==> src/rtl/wb_bram_pkg.sv <==
// ============================================================================
// Module   : wb_bram_pkg
// Brief    : Shared types and defaults for the two-master BRAM arbiter.
// Revision : 1.0 - initial release
// ============================================================================
`default_nettype none

package wb_bram_pkg;

  typedef enum logic [1:0] {
    S_IDLE  = 2'd0,
    S_ISSUE = 2'd1,
    S_WAIT  = 2'd2,
    S_ACK   = 2'd3
  } state_e;

  typedef enum logic {
    M_CPU = 1'b0,
    M_DMA = 1'b1
  } master_e;

  localparam logic [31:0] C_BASE_ADDR = 32'h3800_0000;
  localparam int          C_READ_LAT  = 10;

endpackage

`default_nettype wire

==> src/rtl/wb_bram_arb_pick.sv <==
// ============================================================================
// Module   : wb_bram_arb_pick
// Brief    : Combinational winner select between CPU and DMA requests.
//            WB_BRAM_ARB_RR_EN selects round-robin, otherwise DMA has priority.
// Revision : 1.0 - initial release
// ============================================================================
`default_nettype none

module wb_bram_arb_pick
  import wb_bram_pkg::*;
(
  input  logic    cpu_req_i,
  input  logic    dma_req_i,
`ifdef WB_BRAM_ARB_RR_EN
  input  master_e last_grant_i,
`endif
  output logic    req_any_o,
  output master_e winner_o
);

  always_comb begin
    req_any_o = cpu_req_i | dma_req_i;
    winner_o  = M_CPU;
`ifdef WB_BRAM_ARB_RR_EN
    // On a tie the master that was not served last goes next
    if (cpu_req_i && dma_req_i) begin
      winner_o = (last_grant_i == M_CPU) ? M_DMA : M_CPU;
    end else if (dma_req_i) begin
      winner_o = M_DMA;
    end
`else
    if (dma_req_i) begin
      winner_o = M_DMA;
    end
`endif
  end

endmodule

`default_nettype wire

==> src/rtl/wb_bram_arbiter.sv <==
// ============================================================================
// Module   : wb_bram_arbiter
// Brief    : Serialises CPU and DMA Wishbone accesses onto one fixed-latency
//            BRAM port. Optional macro WB_BRAM_ARB_RR_EN enables round-robin.
// Revision : 1.0 - initial release
// ============================================================================
`default_nettype none

module wb_bram_arbiter
  import wb_bram_pkg::*;
#(
  parameter int          ADDR_W    = 10,
  parameter int          READ_LAT  = C_READ_LAT,
  parameter logic [31:0] BASE_ADDR = C_BASE_ADDR
) (
  input  logic              wb_clk_i,
  input  logic              wb_rst_n_i,
  input  logic              cpu_stb_i,
  input  logic              cpu_cyc_i,
  input  logic              cpu_we_i,
  input  logic [3:0]        cpu_sel_i,
  input  logic [31:0]       cpu_adr_i,
  input  logic [31:0]       cpu_dat_i,
  output logic              cpu_ack_o,
  output logic [31:0]       cpu_dat_o,
  input  logic              dma_stb_i,
  input  logic              dma_cyc_i,
  input  logic              dma_we_i,
  input  logic [3:0]        dma_sel_i,
  input  logic [31:0]       dma_adr_i,
  input  logic [31:0]       dma_dat_i,
  output logic              dma_ack_o,
  output logic [31:0]       dma_dat_o,
  output logic              mem_en_o,
  output logic [3:0]        mem_we_o,
  output logic [ADDR_W-1:0] mem_addr_o,
  output logic [31:0]       mem_wdata_o,
  input  logic [31:0]       mem_rdata_i
);

  logic        w_cpu_req;
  logic        w_dma_req;
  logic        w_req_any;
  master_e     w_winner;
  logic [31:0] w_ack_dat;
  logic        w_unused;

  state_e            state_q, state_d;
  logic [3:0]        cnt_q, cnt_d;
  master_e           win_q, win_d;
  logic              rd_q, rd_d;
  logic              mem_en_q, mem_en_d;
  logic [3:0]        mem_we_q, mem_we_d;
  logic [ADDR_W-1:0] mem_addr_q, mem_addr_d;
  logic [31:0]       mem_wdata_q, mem_wdata_d;
  logic              cpu_ack_q, cpu_ack_d;
  logic              dma_ack_q, dma_ack_d;
  logic [31:0]       cpu_dat_q, cpu_dat_d;
  logic [31:0]       dma_dat_q, dma_dat_d;
`ifdef WB_BRAM_ARB_RR_EN
  master_e           last_q, last_d;
`endif

  assign w_cpu_req = cpu_stb_i & cpu_cyc_i &
                     (cpu_adr_i[31:ADDR_W+2] == BASE_ADDR[31:ADDR_W+2]);
  assign w_dma_req = dma_stb_i & dma_cyc_i;
  assign w_unused  = ^{cpu_adr_i[1:0], dma_adr_i[31:ADDR_W+2], dma_adr_i[1:0]};

  wb_bram_arb_pick u_pick (
    .cpu_req_i    (w_cpu_req),
    .dma_req_i    (w_dma_req),
`ifdef WB_BRAM_ARB_RR_EN
    .last_grant_i (last_q),
`endif
    .req_any_o    (w_req_any),
    .winner_o     (w_winner)
  );

  // The BRAM read port is itself registered, so read data is forwarded
  // straight through in the ACK cycle and held in dat_q afterwards.
  assign w_ack_dat = rd_q ? mem_rdata_i : 32'h0;

  always_comb begin
    state_d     = state_q;
    cnt_d       = cnt_q;
    win_d       = win_q;
    rd_d        = rd_q;
    mem_en_d    = 1'b0;
    mem_we_d    = 4'h0;
    mem_addr_d  = mem_addr_q;
    mem_wdata_d = mem_wdata_q;
    cpu_ack_d   = 1'b0;
    dma_ack_d   = 1'b0;
    cpu_dat_d   = cpu_dat_q;
    dma_dat_d   = dma_dat_q;
`ifdef WB_BRAM_ARB_RR_EN
    last_d      = last_q;
`endif

    case (state_q)
      S_IDLE: begin
        if (w_req_any) begin
          state_d  = S_ISSUE;
          win_d    = w_winner;
          mem_en_d = 1'b1;
          if (w_winner == M_DMA) begin
            rd_d        = ~dma_we_i;
            mem_we_d    = dma_we_i ? dma_sel_i : 4'h0;
            mem_addr_d  = dma_adr_i[ADDR_W+1:2];
            mem_wdata_d = dma_dat_i;
          end else begin
            rd_d        = ~cpu_we_i;
            mem_we_d    = cpu_we_i ? cpu_sel_i : 4'h0;
            mem_addr_d  = cpu_adr_i[ADDR_W+1:2];
            mem_wdata_d = cpu_dat_i;
          end
        end
      end
      S_ISSUE: begin
        cnt_d   = 4'(READ_LAT - 1);
        state_d = (READ_LAT == 1) ? S_ACK : S_WAIT;
      end
      S_WAIT: begin
        cnt_d = cnt_q - 4'd1;
        if (cnt_q == 4'd1) begin
          state_d = S_ACK;
        end
      end
      S_ACK: begin
        state_d = S_IDLE;
        if (win_q == M_CPU) begin
          cpu_dat_d = w_ack_dat;
        end else begin
          dma_dat_d = w_ack_dat;
        end
`ifdef WB_BRAM_ARB_RR_EN
        last_d = win_q;
`endif
      end
      default: state_d = S_IDLE;
    endcase

    // Ack flops rise on entry to ACK so the pulse lines up with the ACK cycle
    if (state_d == S_ACK) begin
      cpu_ack_d = (win_q == M_CPU);
      dma_ack_d = (win_q == M_DMA);
    end
  end

  always_ff @(posedge wb_clk_i or negedge wb_rst_n_i) begin
    if (!wb_rst_n_i) begin
      state_q     <= S_IDLE;
      cnt_q       <= 4'h0;
      win_q       <= M_CPU;
      rd_q        <= 1'b0;
      mem_en_q    <= 1'b0;
      mem_we_q    <= 4'h0;
      mem_addr_q  <= '0;
      mem_wdata_q <= 32'h0;
      cpu_ack_q   <= 1'b0;
      dma_ack_q   <= 1'b0;
      cpu_dat_q   <= 32'h0;
      dma_dat_q   <= 32'h0;
`ifdef WB_BRAM_ARB_RR_EN
      last_q      <= M_CPU;
`endif
    end else begin
      state_q     <= state_d;
      cnt_q       <= cnt_d;
      win_q       <= win_d;
      rd_q        <= rd_d;
      mem_en_q    <= mem_en_d;
      mem_we_q    <= mem_we_d;
      mem_addr_q  <= mem_addr_d;
      mem_wdata_q <= mem_wdata_d;
      cpu_ack_q   <= cpu_ack_d;
      dma_ack_q   <= dma_ack_d;
      cpu_dat_q   <= cpu_dat_d;
      dma_dat_q   <= dma_dat_d;
`ifdef WB_BRAM_ARB_RR_EN
      last_q      <= last_d;
`endif
    end
  end

  assign cpu_ack_o   = cpu_ack_q;
  assign dma_ack_o   = dma_ack_q;
  assign cpu_dat_o   = cpu_ack_q ? w_ack_dat : cpu_dat_q;
  assign dma_dat_o   = dma_ack_q ? w_ack_dat : dma_dat_q;
  assign mem_en_o    = mem_en_q;
  assign mem_we_o    = mem_we_q;
  assign mem_addr_o  = mem_addr_q;
  assign mem_wdata_o = mem_wdata_q;

endmodule

`default_nettype wire

==> config.mk <==
export PLATFORM = sky130hd
export DESIGN_NAME = wb_bram_arbiter
export DESIGN_NICKNAME = d
export VERILOG_FILES = /design/src/rtl/wb_bram_pkg.sv /design/src/rtl/wb_bram_arb_pick.sv /design/src/rtl/wb_bram_arbiter.sv
export SDC_FILE = /design/constraint.sdc
export NUM_CORES = 1
export LEC_CHECK = 0
export BUFFER_PORTS_ARGS = -buffer_cell sky130_fd_sc_hd__buf_2
export CAP_MARGIN = 20
export CORE_MARGIN = 2
export CORE_UTILIZATION = 34
export CTS_BUF_LIST = sky130_fd_sc_hd__clkbuf_4
export DETAILED_ROUTE_END_ITERATION = 12
export HOLD_SLACK_MARGIN = 0.1
export PLACE_DENSITY = 0.72
export SLEW_MARGIN = 30
export SYNTH_ARGS = -nofsm -noshare
export SYNTH_HDL_FRONTEND = slang
export SYNTH_SLANG_ARGS = --single-unit
==> constraint.sdc <==
create_clock -name wb_clk_i -period 2.3 [get_ports wb_clk_i]
set_clock_uncertainty 0.1 [all_clocks]
set_input_delay 0.345 -clock wb_clk_i [delete_from_list [all_inputs] [get_ports wb_clk_i]]
set_output_delay 0.345 -clock wb_clk_i [all_outputs]
set_load 0.005 [all_outputs]
* After elaboration in Yosys (flattened, before gate mapping)
Index checks and enable logic that the tools add are counted.
Word-level totals: output and inout port bits 113, logic and storage cells 51, register bits 121
Cells by class: add/subtract/negate cells 1, reductions and logical operators 5, muxes and demuxes 20, equality and inequality tests 6, bitwise logic cells 7
Operator list (number):
- 32-bit 2-to-1 mux | 4
- 20-bit by 18-bit == test with 1-bit output, second input constant | 1
- 4-bit 2-to-1 mux | 5
- 10-bit 2-to-1 mux | 1
- 2-bit case mux with 4 select lines | 1
- 4-bit case mux with 2 select lines | 1
- 2-bit == test, second input constant | 3
- 1-bit 2-to-1 mux | 6
- 2-bit AND reduction | 3
- 4-bit by 1-bit == test with 1-bit output, second input constant | 1
- 2-bit 2-to-1 mux | 2
- 4-bit by 1-bit subtractor with 4-bit output, second input constant | 1
- 1-bit AND | 3
- 1-bit inverter | 3
- 2-bit by 1-bit == test with 1-bit output, second input constant | 1
- 2-bit zero test | 1
- 2-bit nonzero test | 1
- 1-bit OR | 1

* Longest topological paths before layout
word-level depth 7, gate-level depth with buffers 8

* By module
Synthesis repeated with hierarchy kept, for this count alone.
Unflattened totals: cells, all modules 706, area total of the unflattened synthesis 6012.0 sq um
Modules (own cells, without submodules):
- wb_bram_arbiter | cells each 704, times used 1, area each 5998.3 sq um
- wb_bram_arb_pick | cells each 2, times used 1, area each 13.8 sq um

* Worst setup path before layout
No wires, ideal clock.
path kind register -> register, from register state_q[0], to register mem_addr_q[0], in the netlist mem_addr_o[0], buffers on the path 2, data arrival time 1749 ps, required time 2073 ps, clock period less this slack 1977 ps, stages on the path, launching flop included 9, slack 323 ps, setup time 127 ps, path through dfrtp_1 -> inv_1 -> ha_1 -> and4b_1 -> nand4_1 -> o21ai_2 -> buf_6 -> buf_6 -> mux2_1
Between the ends: word-level cells in the longest chain between the ends 2
RTL lines:
- start, declared | RTL line wb_bram_arbiter.sv:48 | state_e state_q, state_d;
- start signal, assigned | RTL line wb_bram_arbiter.sv:168 | state_q <= state_d;
- 2-bit zero test | RTL line wb_bram_arbiter.sv:100 | case (state_q)
- 2-bit AND reduction (no source line)
- end signal, assigned | RTL line wb_bram_arbiter.sv:174 | mem_addr_q <= mem_addr_d;
- end, declared | RTL line wb_bram_arbiter.sv:54 | logic [ADDR_W-1:0] mem_addr_q, mem_addr_d;
No other way between the ends. A chain may end at the register's enable or synchronous reset.

* Worst setup path after layout
from register state_q[0], to register mem_wdata_q[26], in the netlist mem_wdata_o[26]
Between the ends: word-level cells in the longest chain between the ends 2
RTL lines:
- 2-bit zero test | RTL line wb_bram_arbiter.sv:100
- 2-bit AND reduction (no source line)
- end signal, assigned | RTL line wb_bram_arbiter.sv:175 | mem_wdata_q <= mem_wdata_d;
- end, declared | RTL line wb_bram_arbiter.sv:55 | logic [31:0] mem_wdata_q, mem_wdata_d;
No other way between the ends.

==> results.ini <==
[timing]
fmax_mhz = 462
timing.final.hold_violations = 0
rsz0062_at_grt = false
post-route-period-util = 0.941
max_slew_margin = 0.604
final.min_clock_period_ps = 2160
setup_slack_ps = 135
tns_ps = 0
drv_slew = 0
finalSetupViolCount = 0
worstMarginPinSlew_ps = 594

[clocking]
cts-htree-levels = 4
cts_tree = done
path_clk_slew_ps = 120
cts-root-buf = clkbuf_4
clock_sink_count = 121
cts_buffers = 17
clk_latency_ps = 520
cts_buffer_depth = 2

[grt]
grt_pass1_vias = 6483
grt_max_degree = 65
grt_overflow = 0
antenna_found_initial = 0
grt_pass1_wl_mm = 31.4
grt.total_usage = 0.201

[place]
dp_hpwl_mm = 11.6
globalplace.congestion = 0.797
place_area_sq_um = 7750
io_buffer_count = 264
dp.cells = 1209
place_ws_ps = 152

[pwr]
power.internal_mw = 5.31
p_per_area_nw_per_um2 = 892
p_leak_nw = 4.71
p_switching_mw = 3.13
p_clk_frac = 0.189
comb_power_share = 0.418
swShare = 0.371
vdd_drop_max_v = 0.000594
seq_power_share = 0.393

[layout]
fill_cells = 1541
diodes = 0
drive_above_1_share = 0.306
fin_cells = 1381
num-nets-final = 1320
syn_to_final_growth_pct = 53.8
design_area_sq_um = 9460

[synth]
synth_nets = 934
synth_seq_cells = 121
ys_types = 33
syn_area_sq_um = 6150
synthCells = 753
syn_avg_cell_area_sq_um = 8.17
synth_area_leaders = dfrtp_1 49%, nand2_1 14%, o21ai_0 11%, nand3_1 6.1%, mux2_2 5.1%
synth_top_cell_by_area = dfrtp_1
synth_largest_type_area_fraction = 0.492
ys_seq_area_frac = 0.492
ys.warnings.count = 0

[critical_path]
required_ps = 2610
worstRegToRegCells = 7
start_kind = flip-flop
path_class = flip-flop to flip-flop
cp_max_fo = 48
endpoint_kind = flip-flop
cp_data_arrival_time_ps = 2470
r2r_end = mem_wdata_o[26]$_DFFE_PN0P_
r2r-start = state_q[0]$_DFF_PN0_
crit_end = mem_wdata_o[26]$_DFFE_PN0P_
r2r_slack_ps = 140
cp-startpoint = state_q[0]$_DFF_PN0_

[die]
coreArea_sq_um = 17800
ioPinCount = 289
initial_core_util = 0.345
fp.dieW_um = 138
rows = 49
fp.dieH_um = 138
die-area_sq_um = 19200

[routing]
drc_errors = 0
ant_nets = 0
first_pass_iters = 5
drt_iter0_drc = 280
routed_wirelength_mm = 19.3
routed_via_density = 4.76
vias = 6570
routedWlPerCell_um = 14.0

[hold_path]
hp-class = input pin to flip-flop

[run_status]
status = finished, final reports clean

[flow_run]
maxCapViolations = 0

synth_stat cells:
cell type	number
nand2_1	229
o21ai_0	132
dfrtp_1	121
nand3_1	75
inv_1	69
clkbuf_1	37
mux2_2	28
mux2_1	15
buf_1	11
ha_1	5
a21boi_1	4
buf_6	3
buf_4	2
nor2_1	2
nor4_1	2
a21oi_1	1
and2_1	1
and3_1	1
and3b_1	1
and4b_1	1
mux2i_1	1
nand2b_1	1
nand3b_1	1
nand4_1	1
nor3_1	1
nor4b_1	1
nor4b_2	1
nor4bb_1	1
o211ai_1	1
o21a_1	1
o21ai_2	1
o22ai_1	1
or3_1	1
metrics by stage:
step / hold slack [ps] / utilization / power (mW)
2_1_floorplan: -50.6 / - / 5.03
3_3_place_gp: 237 / 0.435 / 6.50
3_5_place_dp: 238 / 0.435 / 6.60
4_1_cts: 115 / 0.526 / 8.42
5_1_grt: 126 / 0.530 / 9.11
6_report: 182 / 0.530 / 8.43
power by group through the flow:
| stage | registers, mW | clock network (mW) | logic, mW |
|---|---|---|---|
| 6_report | 3.32 | 1.60 | 3.52 |
| 5_1_grt | 3.42 | 1.77 | 3.92 |
| 4_1_cts | 3.32 | 1.66 | 3.44 |
| 3_5_place_dp | 3.36 | 0 | 3.24 |
| 3_3_place_gp | 3.33 | 0 | 3.17 |
| 2_1_floorplan | 3.26 | 0 | 1.77 |
critical path, stage by stage (launching register included):
cell and delay, ps:
dfrtp_1 420, inv_1 90, ha_1 190, and4b_1 190, nand4_1 180, o21ai_4 220, buf_12 260, mux2_2 370
how the worst min path moves through the flow:
| stage | from | end | slack, ps | depth (start not counted) |
|---|---|---|---|---|
| 6_report | cpu_we_i | rd_q$_DFFE_PN0P_ | 180 | 3 |
| 5_1_grt | cpu_we_i | rd_q$_DFFE_PN0P_ | 130 | 3 |
| 4_1_cts | cpu_we_i | rd_q$_DFFE_PN0P_ | 120 | 3 |
| 3_5_place_dp | wb_rst_n_i | dma_dat_q[9]$_DFFE_PN0P_ | 240 | 1 |
| 3_3_place_gp | wb_rst_n_i | dma_dat_q[6]$_DFFE_PN0P_ | 240 | 1 |
| 2_1_floorplan | wb_rst_n_i | cnt_q[0]$_DFFE_PN0P_ | -50 | 0 |
kinds of logic after synthesis:
kind of cell    synth area share
compound gates             0.118
fa+ha+maj                 0.0102
buf+inv                   0.0793
flops                      0.492
mux                       0.0804
simple gates               0.220
state kept, by name (all words and copies together), names as in the netlist:
register / flops
cpu_dat_q: 32
dma_dat_q: 32
mem_wdata_o: 32
mem_addr_o: 10
cnt_q: 4
mem_we_o: 4
state_q: 2
cpu_ack_o: 1
dma_ack_o: 1
mem_en_o: 1
rd_q: 1
win_q: 1
cell type report:
cell class / count / area [sq um] / share of cell area
repair buffers: 420 / 2930 / 0.310
clock buffers: 19 / 143 / 0.0151
multi-input cells: 510 / 2650 / 0.280
well taps: 229 / 287 / 0.0303
clock inverters: 13 / 154 / 0.0163
flip-flops and latches: 121 / 3040 / 0.321
inverters: 69 / 259 / 0.0274
timing repair:
| item | CTS | global route |
|---|---|---|
| gates resized for setup | 1 | 1 |
| hold buffers | 133 | 0 |
| endpoints found under the hold margin | 231 | 0 |
| buffers inserted | 0 | 7 |
| endpoints found under the setup margin | 19 | 41 |
| gates cloned | 0 | 0 |
layer usage:
layer / GRT usage / part of all wire / up-vias
met4: 0.0908 / 0.038 / 0
met1: 0.239 / 0.40 / 2982
met2: 0.339 / 0.49 / 308
met5: 0 / 0 / -
met3: 0.0565 / 0.071 / 52
li1: - / - / 3228
cell usage in the layout, fill, tap and decap left out, types with 15 or more instances in the layout:
| master | n |
|---|---|
| buf_2 | 263 |
| dfrtp_1 | 118 |
| nand2_1 | 228 |
| o21ai_0 | 132 |
| clkbuf_4 | 19 |
| nand3_1 | 75 |
| mux2_1 | 15 |
| dlygate4sd3_1 | 133 |
| buf_4 | 15 |
| inv_1 | 69 |
| mux2_2 | 28 |
(Power assumes the default switching activity.)
